File: config.mk
export PLATFORM = sky130hd
export DESIGN_NAME = video_timing_gen
export DESIGN_NICKNAME = d
export VERILOG_FILES = /design/src/rtl/video_timing_pkg.sv /design/src/rtl/timing_axis_cnt.sv /design/src/rtl/video_timing_gen.sv
export SDC_FILE = /design/constraint.sdc
export NUM_CORES = 1
export LEC_CHECK = 0
export ABC_AREA = 1
export BUFFER_PORTS_ARGS = -buffer_cell sky130_fd_sc_hd__buf_4
export CAP_MARGIN = 25
export CORE_MARGIN = 2
export CORE_UTILIZATION = 40
export CTS_BUF_LIST = sky130_fd_sc_hd__clkbuf_4 sky130_fd_sc_hd__clkbuf_8 sky130_fd_sc_hd__clkbuf_16
export DETAILED_ROUTE_END_ITERATION = 8
export GPL_TIMING_DRIVEN = 0
export PLACE_DENSITY = 0.63
export SETUP_SLACK_MARGIN = 0.1
export SYNTH_ARGS = -nofsm -noshare
export SYNTH_HDL_FRONTEND = slang
export SYNTH_HIERARCHICAL = 1
export SYNTH_SLANG_ARGS = --single-unit
File: constraint.sdc
create_clock -name vga_clk -period 3.1 [get_ports vga_clk]
set_input_delay 0.155 -clock vga_clk [delete_from_list [all_inputs] [get_ports vga_clk]]
set_output_delay 0.155 -clock vga_clk [all_outputs]
set_load 0.005 [all_outputs]
File: src/rtl/video_timing_pkg.sv
// Mode constant sets and FSM state type shared by the video timing generator.
package video_timing_pkg;

    typedef enum logic {
        ST_IDLE = 1'b0,
        ST_RUN  = 1'b1
    } vt_state_e;

    typedef struct packed {
        int unsigned sync;
        int unsigned bp;
        int unsigned act;
        int unsigned fp;
    } axis_timing_t;

    // Standard modes: sync / back porch / active / front porch per axis.
    localparam axis_timing_t M640X480_H  = '{sync: 96,  bp: 48,  act: 640,  fp: 16};
    localparam axis_timing_t M640X480_V  = '{sync: 2,   bp: 33,  act: 480,  fp: 10};
    localparam axis_timing_t M800X600_H  = '{sync: 128, bp: 88,  act: 800,  fp: 40};
    localparam axis_timing_t M800X600_V  = '{sync: 4,   bp: 23,  act: 600,  fp: 1};
    localparam axis_timing_t M1280X720_H = '{sync: 40,  bp: 220, act: 1280, fp: 110};
    localparam axis_timing_t M1280X720_V = '{sync: 5,   bp: 20,  act: 720,  fp: 5};

endpackage

File: src/rtl/timing_axis_cnt.sv
// One timing axis: wrapping position counter plus sync, active and
// lead-shifted request window decodes.
module timing_axis_cnt #(
    parameter int unsigned SYNC  = 96,
    parameter int unsigned BP    = 48,
    parameter int unsigned ACT   = 640,
    parameter int unsigned FP    = 16,
    parameter int unsigned LEAD  = 0,
    parameter int unsigned CNT_W = $clog2(SYNC + BP + ACT + FP)
) (
    input  logic             clk,
    input  logic             rst_n,
    input  logic             clear_i,
    input  logic             step_i,
    output logic [CNT_W-1:0] cnt_o,
    output logic             last_c,
    output logic             sync_c,
    output logic             act_c,
    output logic             req_c
);

    localparam int unsigned TOT = SYNC + BP + ACT + FP;
    localparam logic [CNT_W-1:0] CNT_LAST = CNT_W'(TOT - 1);
    localparam logic [CNT_W-1:0] SYNC_END = CNT_W'(SYNC);
    localparam logic [CNT_W-1:0] ACT_LO   = CNT_W'(SYNC + BP);
    localparam logic [CNT_W-1:0] ACT_HI   = CNT_W'(SYNC + BP + ACT - 1);
    localparam logic [CNT_W-1:0] REQ_LO   = CNT_W'(SYNC + BP - LEAD);
    localparam logic [CNT_W-1:0] REQ_HI   = CNT_W'(SYNC + BP + ACT - 1 - LEAD);

    logic [CNT_W-1:0] cnt_q, cnt_d;

    always_comb begin
        cnt_d = cnt_q;
        if (clear_i) begin
            cnt_d = '0;
        end else if (step_i) begin
            cnt_d = last_c ? '0 : cnt_q + CNT_W'(1);
        end
    end

    always_ff @(posedge clk or negedge rst_n) begin
        if (!rst_n) begin
            cnt_q <= '0;
        end else begin
            cnt_q <= cnt_d;
        end
    end

    assign cnt_o  = cnt_q;
    assign last_c = (cnt_q == CNT_LAST);
    assign sync_c = (cnt_q < SYNC_END);
    assign act_c  = (cnt_q >= ACT_LO) && (cnt_q <= ACT_HI);
    assign req_c  = (cnt_q >= REQ_LO) && (cnt_q <= REQ_HI);

endmodule

File: src/rtl/video_timing_gen.sv
// Parametrised video timing generator: sync, data-enable and pixel-request
// coordinates with frame-boundary start/stop and a frame counter.
module video_timing_gen
    import video_timing_pkg::*;
#(
    parameter int unsigned H_SYNC   = 96,
    parameter int unsigned H_BP     = 48,
    parameter int unsigned H_ACT    = 640,
    parameter int unsigned H_FP     = 16,
    parameter int unsigned V_SYNC   = 2,
    parameter int unsigned V_BP     = 33,
    parameter int unsigned V_ACT    = 480,
    parameter int unsigned V_FP     = 10,
    parameter logic        HS_POL   = 1'b1,
    parameter logic        VS_POL   = 1'b1,
    parameter int unsigned REQ_LEAD = 1,
    parameter int unsigned COORD_W  = 10,
    parameter int unsigned DATA_W   = 16,
    parameter int unsigned FCNT_W   = 8
) (
    input  logic               vga_clk,
    input  logic               sys_rst_n,
    input  logic               en,
    input  logic [DATA_W-1:0]  pix_data,
    output logic               pix_req,
    output logic [COORD_W-1:0] pix_x,
    output logic [COORD_W-1:0] pix_y,
    output logic               hsync,
    output logic               vsync,
    output logic               de,
    output logic [DATA_W-1:0]  rgb,
    output logic               frame_start,
    output logic [FCNT_W-1:0]  frame_cnt
);

    localparam int unsigned H_TOT = H_SYNC + H_BP + H_ACT + H_FP;
    localparam int unsigned V_TOT = V_SYNC + V_BP + V_ACT + V_FP;
    localparam int unsigned H_CW  = $clog2(H_TOT);
    localparam int unsigned V_CW  = $clog2(V_TOT);
    localparam logic [H_CW-1:0] H_REQ_OFS = H_CW'(H_SYNC + H_BP - REQ_LEAD);
    localparam logic [V_CW-1:0] V_ACT_OFS = V_CW'(V_SYNC + V_BP);

    vt_state_e         state_q, state_d;
    logic [FCNT_W-1:0] frame_cnt_q, frame_cnt_d;

    logic            run;
    logic [H_CW-1:0] h_cnt;
    logic [V_CW-1:0] v_cnt;
    logic            h_last, h_sync, h_act, h_req;
    logic            v_last, v_sync, v_act, v_req;

    assign run = (state_q == ST_RUN);

    timing_axis_cnt #(
        .SYNC (H_SYNC),
        .BP   (H_BP),
        .ACT  (H_ACT),
        .FP   (H_FP),
        .LEAD (REQ_LEAD),
        .CNT_W(H_CW)
    ) u_h_axis (
        .clk    (vga_clk),
        .rst_n  (sys_rst_n),
        .clear_i(!run),
        .step_i (1'b1),
        .cnt_o  (h_cnt),
        .last_c (h_last),
        .sync_c (h_sync),
        .act_c  (h_act),
        .req_c  (h_req)
    );

    // Vertical axis has no lead: its request window equals its active window.
    timing_axis_cnt #(
        .SYNC (V_SYNC),
        .BP   (V_BP),
        .ACT  (V_ACT),
        .FP   (V_FP),
        .LEAD (0),
        .CNT_W(V_CW)
    ) u_v_axis (
        .clk    (vga_clk),
        .rst_n  (sys_rst_n),
        .clear_i(!run),
        .step_i (h_last),
        .cnt_o  (v_cnt),
        .last_c (v_last),
        .sync_c (v_sync),
        .act_c  (v_act),
        .req_c  (v_req)
    );

    // en is only honoured at the frame boundary so frames are never truncated.
    always_comb begin
        state_d     = state_q;
        frame_cnt_d = frame_cnt_q;
        case (state_q)
            ST_IDLE: begin
                if (en) begin
                    state_d = ST_RUN;
                end
            end
            ST_RUN: begin
                if (h_last && v_last) begin
                    frame_cnt_d = frame_cnt_q + FCNT_W'(1);
                    if (!en) begin
                        state_d = ST_IDLE;
                    end
                end
            end
            default: state_d = ST_IDLE;
        endcase
    end

    always_ff @(posedge vga_clk or negedge sys_rst_n) begin
        if (!sys_rst_n) begin
            state_q     <= ST_IDLE;
            frame_cnt_q <= '0;
        end else begin
            state_q     <= state_d;
            frame_cnt_q <= frame_cnt_d;
        end
    end

    assign hsync       = (run && h_sync) ? HS_POL : ~HS_POL;
    assign vsync       = (run && v_sync) ? VS_POL : ~VS_POL;
    assign de          = run && h_act && v_act;
    assign pix_req     = run && h_req && v_req;
    assign pix_x       = pix_req ? COORD_W'(h_cnt - H_REQ_OFS) : '1;
    assign pix_y       = pix_req ? COORD_W'(v_cnt - V_ACT_OFS) : '1;
    assign rgb         = de ? pix_data : '0;
    assign frame_start = run && (h_cnt == '0) && (v_cnt == '0);
    assign frame_cnt   = frame_cnt_q;

endmodule

Yosys cells after proc, flatten, opt, wreduce, memory -nomap -nowiden --
Cells that the tools add are included.
Operators by class: bitwise operators 1, order comparisons 8, equal/unequal tests 3, muxes and demuxes 13, add/sub/neg operators 5, reductions and logical operators 15
Operators by type and width (number):
- $mux W10 | 7
- $le A10 B10 Y1 const B | 3
- $add A10 B1 Y10 const B | 2
- $eq A10 B10 Y1 const B | 2
- $ge A10 B8 Y1 const B | 2
- $logic_not A10 Y1 | 2
- $mux W16 | 1
- $logic_and A1 B1 Y1 | 12
- $ge A10 B6 Y1 const B | 1
- $lt A10 B2 Y1 const B | 1
- $lt A10 B7 Y1 const B | 1
- $sub A10 B6 Y10 const B | 1
- $sub A10 B8 Y10 const B | 1
- $add A8 B1 Y8 const B | 1
- $mux W1 | 4
- $ne A2 B1 Y1 const B | 1
- $pmux W1 S2 | 1
- $reduce_and A2 Y1 | 1
- $not A1 Y1 | 1
Word-level totals: logic and storage cells 49, register bits after elaboration 29, input port bits 19, output and inout port bits 49

Depth between registers and ports, before layout --
Gate-level depths: netlist of run 1.
word-level depth 5, gate-level depth with buffers 12

Cells and area by module --
The synthesis of run 1 kept the hierarchy.
Modules (own cells, without submodules):
- video_timing_gen | area an instance 1108.6 µm², instances 1, cells each 189, seq. area each 225.2 µm²
- timing_axis_cnt (u_h_axis) | area an instance 765.7 µm², instances 1, cells each 122, seq. area each 250.2 µm²
- timing_axis_cnt (u_v_axis) | area an instance 758.2 µm², instances 1, cells each 110, seq. area each 250.2 µm²

Least setup slack after synthesis of run 1 --
OpenSTA, ideal clock, no wires.
kind register -> register, start point register u_h_axis.cnt_q[0] (netlist: u_h_axis/cnt_o[0]), end point register u_v_axis.cnt_q[2] (netlist: u_v_axis/cnt_o[2]), stages on the path, launching flop included 11, path slack 1.287 ns, setup time 0.122 ns, required time 2.978 ns, path buffers 1, arrival time 1.691 ns, period minus slack after synthesis 1.813 ns, cells stage by stage dfrtp_1 ha_1 inv_1 nor2_2 nand3_2 inv_1 buf_4 nor2_8 nor2_1 xor2_1 a21oi_1
On the way: cells in the longest elaborated chain, start to end 2
RTL lines:
- from (decl) | RTL line timing_axis_cnt.sv:30 | logic [CNT_W-1:0] cnt_q, cnt_d;
- from (signal assigned) | RTL line timing_axis_cnt.sv:45 | cnt_q <= cnt_d;
- $eq A10 B10 Y1 | RTL line timing_axis_cnt.sv:50 | assign last_c = (cnt_q == CNT_LAST);
- named net h_last | RTL line video_timing_gen.sv:49 | logic h_last, h_sync, h_act, h_req;
- $ne A2 B1 Y1 (no source line)
- to (signal assigned) | RTL line timing_axis_cnt.sv:45
- to (decl) | RTL line timing_axis_cnt.sv:30
The timed path passes the listed nets, and every way through them passes these cells. A chain may end at the register's enable or synchronous reset.

Final worst setup path of run 1 --
start point register u_v_axis.cnt_q[3] (netlist: u_v_axis/cnt_o[3]), end point output port pix_x[8]
On the way: cells in the longest elaborated chain, start to end 4
RTL lines:
- $ge A10 B6 Y1 / $le A10 B10 Y1 (equally long branches)
- $logic_and A1 B1 Y1 *
- named net v_act | RTL line video_timing_gen.sv:50 | logic v_last, v_sync, v_act, v_req;
- $logic_and A1 B1 Y1 * | RTL line video_timing_gen.sv:128 | assign pix_req = run && h_req && v_req;
- $mux W10 * | RTL line video_timing_gen.sv:129 | assign pix_x = pix_req ? COORD_W'(h_cnt - H_REQ_OFS) : '1;
- to (decl) | RTL line video_timing_gen.sv:26 | output logic [COORD_W-1:0] pix_x,
The timed path passes the listed nets; every way through them passes the cells marked *.

==> results.tsv, run 1 <==
stage	metric	value	unit
outcome	status	finished clean	
setup_path	setup.worst_path.end_class	output port	
clock_tree	numClockSinks	29	
placement	dp_cells	567	
synthesis	synth_fa_ha_area_share	4.75	%
synthesis	synthMuxAreaShare	0	%
clock_tree	cts_buffers	5	
detailed_routing	avgRoutedWirePerCell	11.8	µm
sta	timing.final.ws_setup	0.619	ns
clock_tree	cts_setup_buffers	0	
cells_and_area	antennaDiodeCount	0	
placement	preCtsSetupSlack	0.916	ns
setup_path	cp-start-kind	register	
detailed_routing	dr.pass1.iters	4	
cells_and_area	drive_gt1_share	22.4	%
global_route	grt_pass1_vias	2601	
sta	tns	0	ns
synthesis	yosys.area_share.simple	44.6	%
setup_path	reg2reg_slack	0.95	ns
cells_and_area	final_util	53.1	%
clock_tree	ctsResizeCount	0	
sta	post-route-min-period	2.48	ns
clock_tree	clk_path_buf_depth	2	
placement	gp_congestion	0.970	
synthesis	synth-seq-cells	29	
job	drv_cap	0	
clock_tree	clk_latency	0.28	ns
detailed_routing	drtIter0Drc	144	
placement	numPortBuffers	67	
synthesis	synth_xor_xnor_area_share	3.33	%
floorplan	die_width	85.1	µm
detailed_routing	remaining_drc_errors	0	
synthesis	synth_area_per_cell	6.25	µm²
detailed_routing	vias	2811	
floorplan	pin_count	68	
sta	hold_viol	0	
synthesis	synth.yosys.seq_area_share	27.6	%
sta	fin_crit_sh	80.0	%
setup_path	r2r_start	u_h_axis/cnt_o[0]	
synthesis	synth_edf_count	0	
setup_path	rr_worst_depth	12	
hold_path	min_path_cells	2	
setup_path	worstPathArrival	2.33	ns
hold_path	whs_endpoint	run	
detailed_routing	ant_nets	0	
floorplan	row_count	29	
synthesis	syn-cell-area	2630	µm²
detailed_routing	viasPerCell	4.88	
pwr	power.leakage	1.85	nW
hold_path	min_from	en	
sta	fmax	403	MHz
floorplan	dieArea	7250	µm²
floorplan	fp.dieH	85.1	µm
clock_tree	clk_pin_slew	0.07	ns
synthesis	ys_warn_count	6	
pwr	irDropWorstVdd	0.000246	V
cells_and_area	stdcell_count	576	
global_route	antenna_found_initial	0	
cells_and_area	register_area	726	µm²
setup_path	crit_fanout	11	
cells_and_area	multi_input_area	1570	µm²
cells_and_area	synthToLayoutAreaGrowth	28.0	%
cells_and_area	layout.nets	527	
global_route	grt_pass1_wl	11800	µm
sta	final_max_slew_viol_count	0	
floorplan	initial_core_util	41.5	%
hold_path	min_path_type	input pin to register	
sta	whs	0.0571	ns
synthesis	synth_flop_cell	dfrtp_1	
sta	setup_viol	0	
clock_tree	cts_root_buffer	clkbuf_8	
global_route	grtUsageTotal	19.8	%
setup_path	crit_start	u_v_axis/cnt_o[3]	
sta	grt_setup_unrepaired	false	
floorplan	coreArea	6350	µm²
cells_and_area	nFillCells	648	
clock_tree	cts_tree	done	
placement	place_hpwl	5150	µm
pwr	p_per_area	354	nW/µm²
sta	skew	0.00711	ns
synthesis	netlist_instances	421	
synthesis	ys_async_sr_fraction	100	%
global_route	gr-total-overflow	0	
setup_path	r2r-end	u_v_axis/cnt_o[3]	
setup_path	path_class	register to output port	
clock_tree	cts_max_level	2	
synthesis	synth_top_family_by_area	simple AND/OR/NAND/NOR gates	
synthesis	ys_types	34	
global_route	grt_max_degree	30	
synthesis	synth_compound_area_share	6.42	%
setup_path	critical_path_required	2.94	ns
detailed_routing	totalWireLength	6790	µm
logic make-up after synthesis:
group,count (synthesis)
flip-flops,29
XOR/XNOR,10
other,1
adder cells (fa/ha/maj),10
AND/OR/NAND/NOR,256
AO/OA/AOI/OAI,29
buffers and inverters,86
per-stage QoR:
| step | instance area [µm²] | power [mW] |
|---|---|---|
| after floorplan | 2640 | 0.681 |
| after global placement | 3240 | 0.774 |
| after detailed placement | 3240 | 0.778 |
| after CTS | 3370 | 1.20 |
| after global routing | 3370 | 1.28 |
| final | 3370 | 1.19 |
layer usage:
layer | vias up | part of all wire [%] | global-route usage [%]
met3 | 5 | 8.7 | 4.28
met4 | 0 | 0.87 | 4.91
met5 | - | 0 | 0
met1 | 1250 | 44 | 25.5
met2 | 101 | 47 | 33.7
li1 | 1455 | - | -
cells in the mapped netlist, types with 6 or more instances:
cell       n  area share [%]
dfrtp_1   29              28
nand4_1   11             2.6
nand3_1   42             8.0
ha_1      10             4.8
inv_1     77              11
nand2_1  119              17
nor2_2    10             2.4
nor2_1    52             7.4
o21ai_0   13             2.5
xnor2_1    6             2.0
a21oi_1    6             1.1
worst max-delay path: stages, from the launching register on:
cell	delay, ns
dfrtp_1	0.52
inv_1	0.13
nand2_1	0.08
nor2_1	0.15
nand3_1	0.09
o21ai_1	0.24
buf_4	0.15
and3_4	0.18
buf_6	0.13
a21boi_1	0.15
o21ai_1	0.08
buf_4	0.14
worst max path at each step:
stage / end / slack [ns]
after floorplan: u_v_axis/cnt_o[2] / 1.29
after global placement: pix_x[8] / 0.93
after detailed placement: pix_x[8] / 0.92
after CTS: pix_x[8] / 0.60
after global routing: pix_x[8] / 0.43
final: pix_x[8] / 0.62
timing repair:
| action | 4_1_cts | 5_1_grt |
|---|---|---|
| hold endpoints to repair | 29 | 0 |
| setup endpoints to repair | 0 | 0 |
| hold buffers | 1 | 0 |
cells in the final DEF (no fill, tap or decap), types with 2 or more instances in the layout:
cell type,instances
nor4_1,2
o21ai_1,2
dfrtp_1,29
nand3_2,4
nor3_1,5
xnor2_1,6
nor2_2,10
buf_2,2
inv_2,3
a21oi_1,6
nor2_4,2
xor2_1,4
nand3_1,42
nand4_1,11
ha_1,10
buf_4,69
nor2_1,52
clkbuf_8,6
nand2_2,5
nand2_1,119
o21ai_0,13
conb_1,3
inv_1,77
buf_6,2
a21boi_0,2
state kept, by name, summed over array words and instances (netlist names):
name,count
u_h_axis/cnt_o,10
u_v_axis/cnt_o,10
frame_cnt,8
run,1
cell type report:
class	instances	area share, %
repair buffers	68	15.2
flip-flops and latches	29	21.5
inverters	80	8.91
plain buffers	6	1.41
multi-input cells	308	46.5
clock inverters	1	0.891
clock buffers	7	2.67
well taps	77	2.86
power breakdown:
group	switching, mW	internal, mW	total [mW]
clock	0.149	0.271	0.419
sequential	0.0920	0.410	0.502
combinational	0.161	0.112	0.273
total	0.402	0.792	1.19
(Power assumes the default switching activity.)
==> inputs of run 2 (changes only) <==
PLACE_DENSITY = 0.66   (was 0.63)
clock period = 2.25 ns   (was 3.1 ns; I/O delays follow)
==> results.tsv, run 2 (synthesized netlist as in run 1, its figures left out) <==
stage	metric	value	unit	change
outcome	status	finished clean		
pwr	power.leakage	2.07	nW	+12%
hold_path	min_path_type	input pin to register		
detailed_routing	drtIter0Drc	187		+30%
cells_and_area	synthToLayoutAreaGrowth	43.3	%	
sta	fmax	466	MHz	
detailed_routing	viasPerCell	5.05		+3.5%
detailed_routing	vias	3138		+12%
floorplan	row_count	29		unchanged
global_route	gr-total-overflow	0		unchanged
floorplan	fp.dieH	85.1	µm	unchanged
floorplan	die_width	85.1	µm	unchanged
clock_tree	numClockSinks	29		unchanged
pwr	irDropWorstVdd	0.000346	V	+40%
sta	skew	0.00478	ns	-0.00232 ns
sta	post-route-min-period	2.15	ns	
clock_tree	cts_buffers	5		unchanged
placement	numPortBuffers	67		unchanged
sta	setup_viol	0		unchanged
global_route	grt_pass1_wl	11500	µm	-2.5%
setup_path	setup.worst_path.end_class	output port		
sta	tns	0	ns	unchanged
cells_and_area	antennaDiodeCount	0		unchanged
cells_and_area	layout.nets	572		+8.5%
clock_tree	clk_path_buf_depth	2		unchanged
job	drv_cap	0		unchanged
setup_path	path_class	register to output port		
global_route	grtUsageTotal	19.3	%	-0.50 points
pwr	p_per_area	445	nW/µm²	+25%
detailed_routing	totalWireLength	7700	µm	+13%
detailed_routing	remaining_drc_errors	0		unchanged
clock_tree	cts_tree	done		
global_route	antenna_found_initial	0		unchanged
placement	place_hpwl	5130	µm	-0.41%
setup_path	worstPathArrival	2.04	ns	-0.29 ns
setup_path	reg2reg_slack	0.29	ns	-0.66 ns
cells_and_area	final_util	59.4	%	+6.3 points
detailed_routing	dr.pass1.iters	5		+1
setup_path	r2r-end	frame_cnt[5]		
cells_and_area	final_common_cell	nand2_1		
setup_path	cp-endpoint	pix_x[8]		
setup_path	rr_worst_depth	11		-1
global_route	grt_pass1_vias	2552		-1.9%
setup_path	critical_path_required	2.14	ns	-0.80 ns
setup_path	r2r_start	u_v_axis/cnt_o[0]		
placement	gp_congestion	0.871		-10%
global_route	grt_max_degree	30		unchanged
clock_tree	clk_latency	0.28	ns	about the same
clock_tree	cts_max_level	2		unchanged
clock_tree	clk_pin_slew	0.06	ns	about the same
detailed_routing	ant_nets	0		unchanged
floorplan	coreArea	6350	µm²	unchanged
setup_path	crit_start	u_v_axis/cnt_o[8]		
setup_path	crit_fanout	5		-6
floorplan	initial_core_util	41.5	%	unchanged
sta	final_max_slew_viol_count	0		unchanged
detailed_routing	avgRoutedWirePerCell	12.4	µm	+5.2%
sta	grt_setup_unrepaired	true		
floorplan	pin_count	68		unchanged
sta	fin_crit_sh	95.4	%	
setup_path	cp-start-kind	register		
floorplan	dieArea	7250	µm²	unchanged
cells_and_area	final_cell_mix	nand2_1 (116), buf_4 (113), inv_1 (72), nor2_1 (49), nand3_1 (41)		
sta	hold_viol	0		unchanged
clock_tree	cts_root_buffer	clkbuf_8		
cells_and_area	drive_gt1_share	35.3	%	+13 points
[run 2: critical path, cell delays in order (launching register included)]
cell and delay (ns):
dfrtp_2 0.42, inv_2 0.08, nand3_4 0.09, inv_1 0.13
a21oi_1 0.10, nand2_1 0.09, o21ai_2 0.07, buf_4 0.13
and3_4 0.18, buf_6 0.13, a21boi_2 0.14, o21ai_1 0.07
buf_4 0.12
[run 2: routing by layer]
layer | GRT usage (%) | vias up | share of wire [%] | wire length [µm]
li1 | - | 1544 | - | -
met1 | 24.4 | 1433 | 41 | 3150
met2 | 33.5 | 144 | 48 | 3710
met3 | 4.18 | 17 | 8.9 | 682
met4 | 4.62 | 0 | 2.0 | 152
met5 | 0 | - | 0 | 0
[run 2: where the power goes]
part           total, mW  internal, mW  switching, mW
clock network      0.426         0.226          0.201
registers          0.658         0.575         0.0835
logic              0.592         0.269          0.323
total               1.68          1.07          0.607
[run 2: worst min-delay path by stage]
stage | depth (start not counted) | to | start | slack (ns)
2_1_floorplan | 0 | frame_cnt[0] | sys_rst_n | -0.18
3_3_place_gp | 1 | u_v_axis/cnt_o[5] | sys_rst_n | 0.06
3_5_place_dp | 1 | u_v_axis/cnt_o[7] | sys_rst_n | 0.06
4_1_cts | 2 | run | en | 0.006
5_1_grt | 2 | run | en | 0.02
6_report | 2 | run | en | 0.01
[run 2: repair_timing]
| action | 4_1_cts | 5_1_grt |
|---|---|---|
| pin swaps | 3 | 4 |
| hold buffers | 1 | 0 |
| resized for setup | 27 | 17 |
| endpoints found under the setup margin | 32 | 39 |
| buffers inserted | 14 | 30 |
| cloned | 1 | 0 |
| endpoints found under the hold margin | 29 | 0 |
[run 2: per-stage QoR]
step	instances	instance area, µm²	hold WS (ns)	setup WS, ns	total power, mW
final	621	3770	0.0132	0.102	1.68
after floorplan	423	2640	-0.183	0.437	0.938
after global placement	567	3240	0.0637	0.122	1.07
after detailed placement	567	3240	0.0614	0.114	1.07
after CTS	591	3490	0.00627	0.0774	1.55
after global routing	621	3770	0.0155	-0.0112	1.79
[run 2: final cells by class]
type	instances	area, µm²
Fill cell	620	2580
Sequential cell	29	749
Multi-Input combinational cell	308	1640
Inverter	80	300
Tap cell	77	96.3
Clock inverter	2	10.0
Buffer	6	52.6
Clock buffer	6	76.3
Timing Repair Buffer	113	848
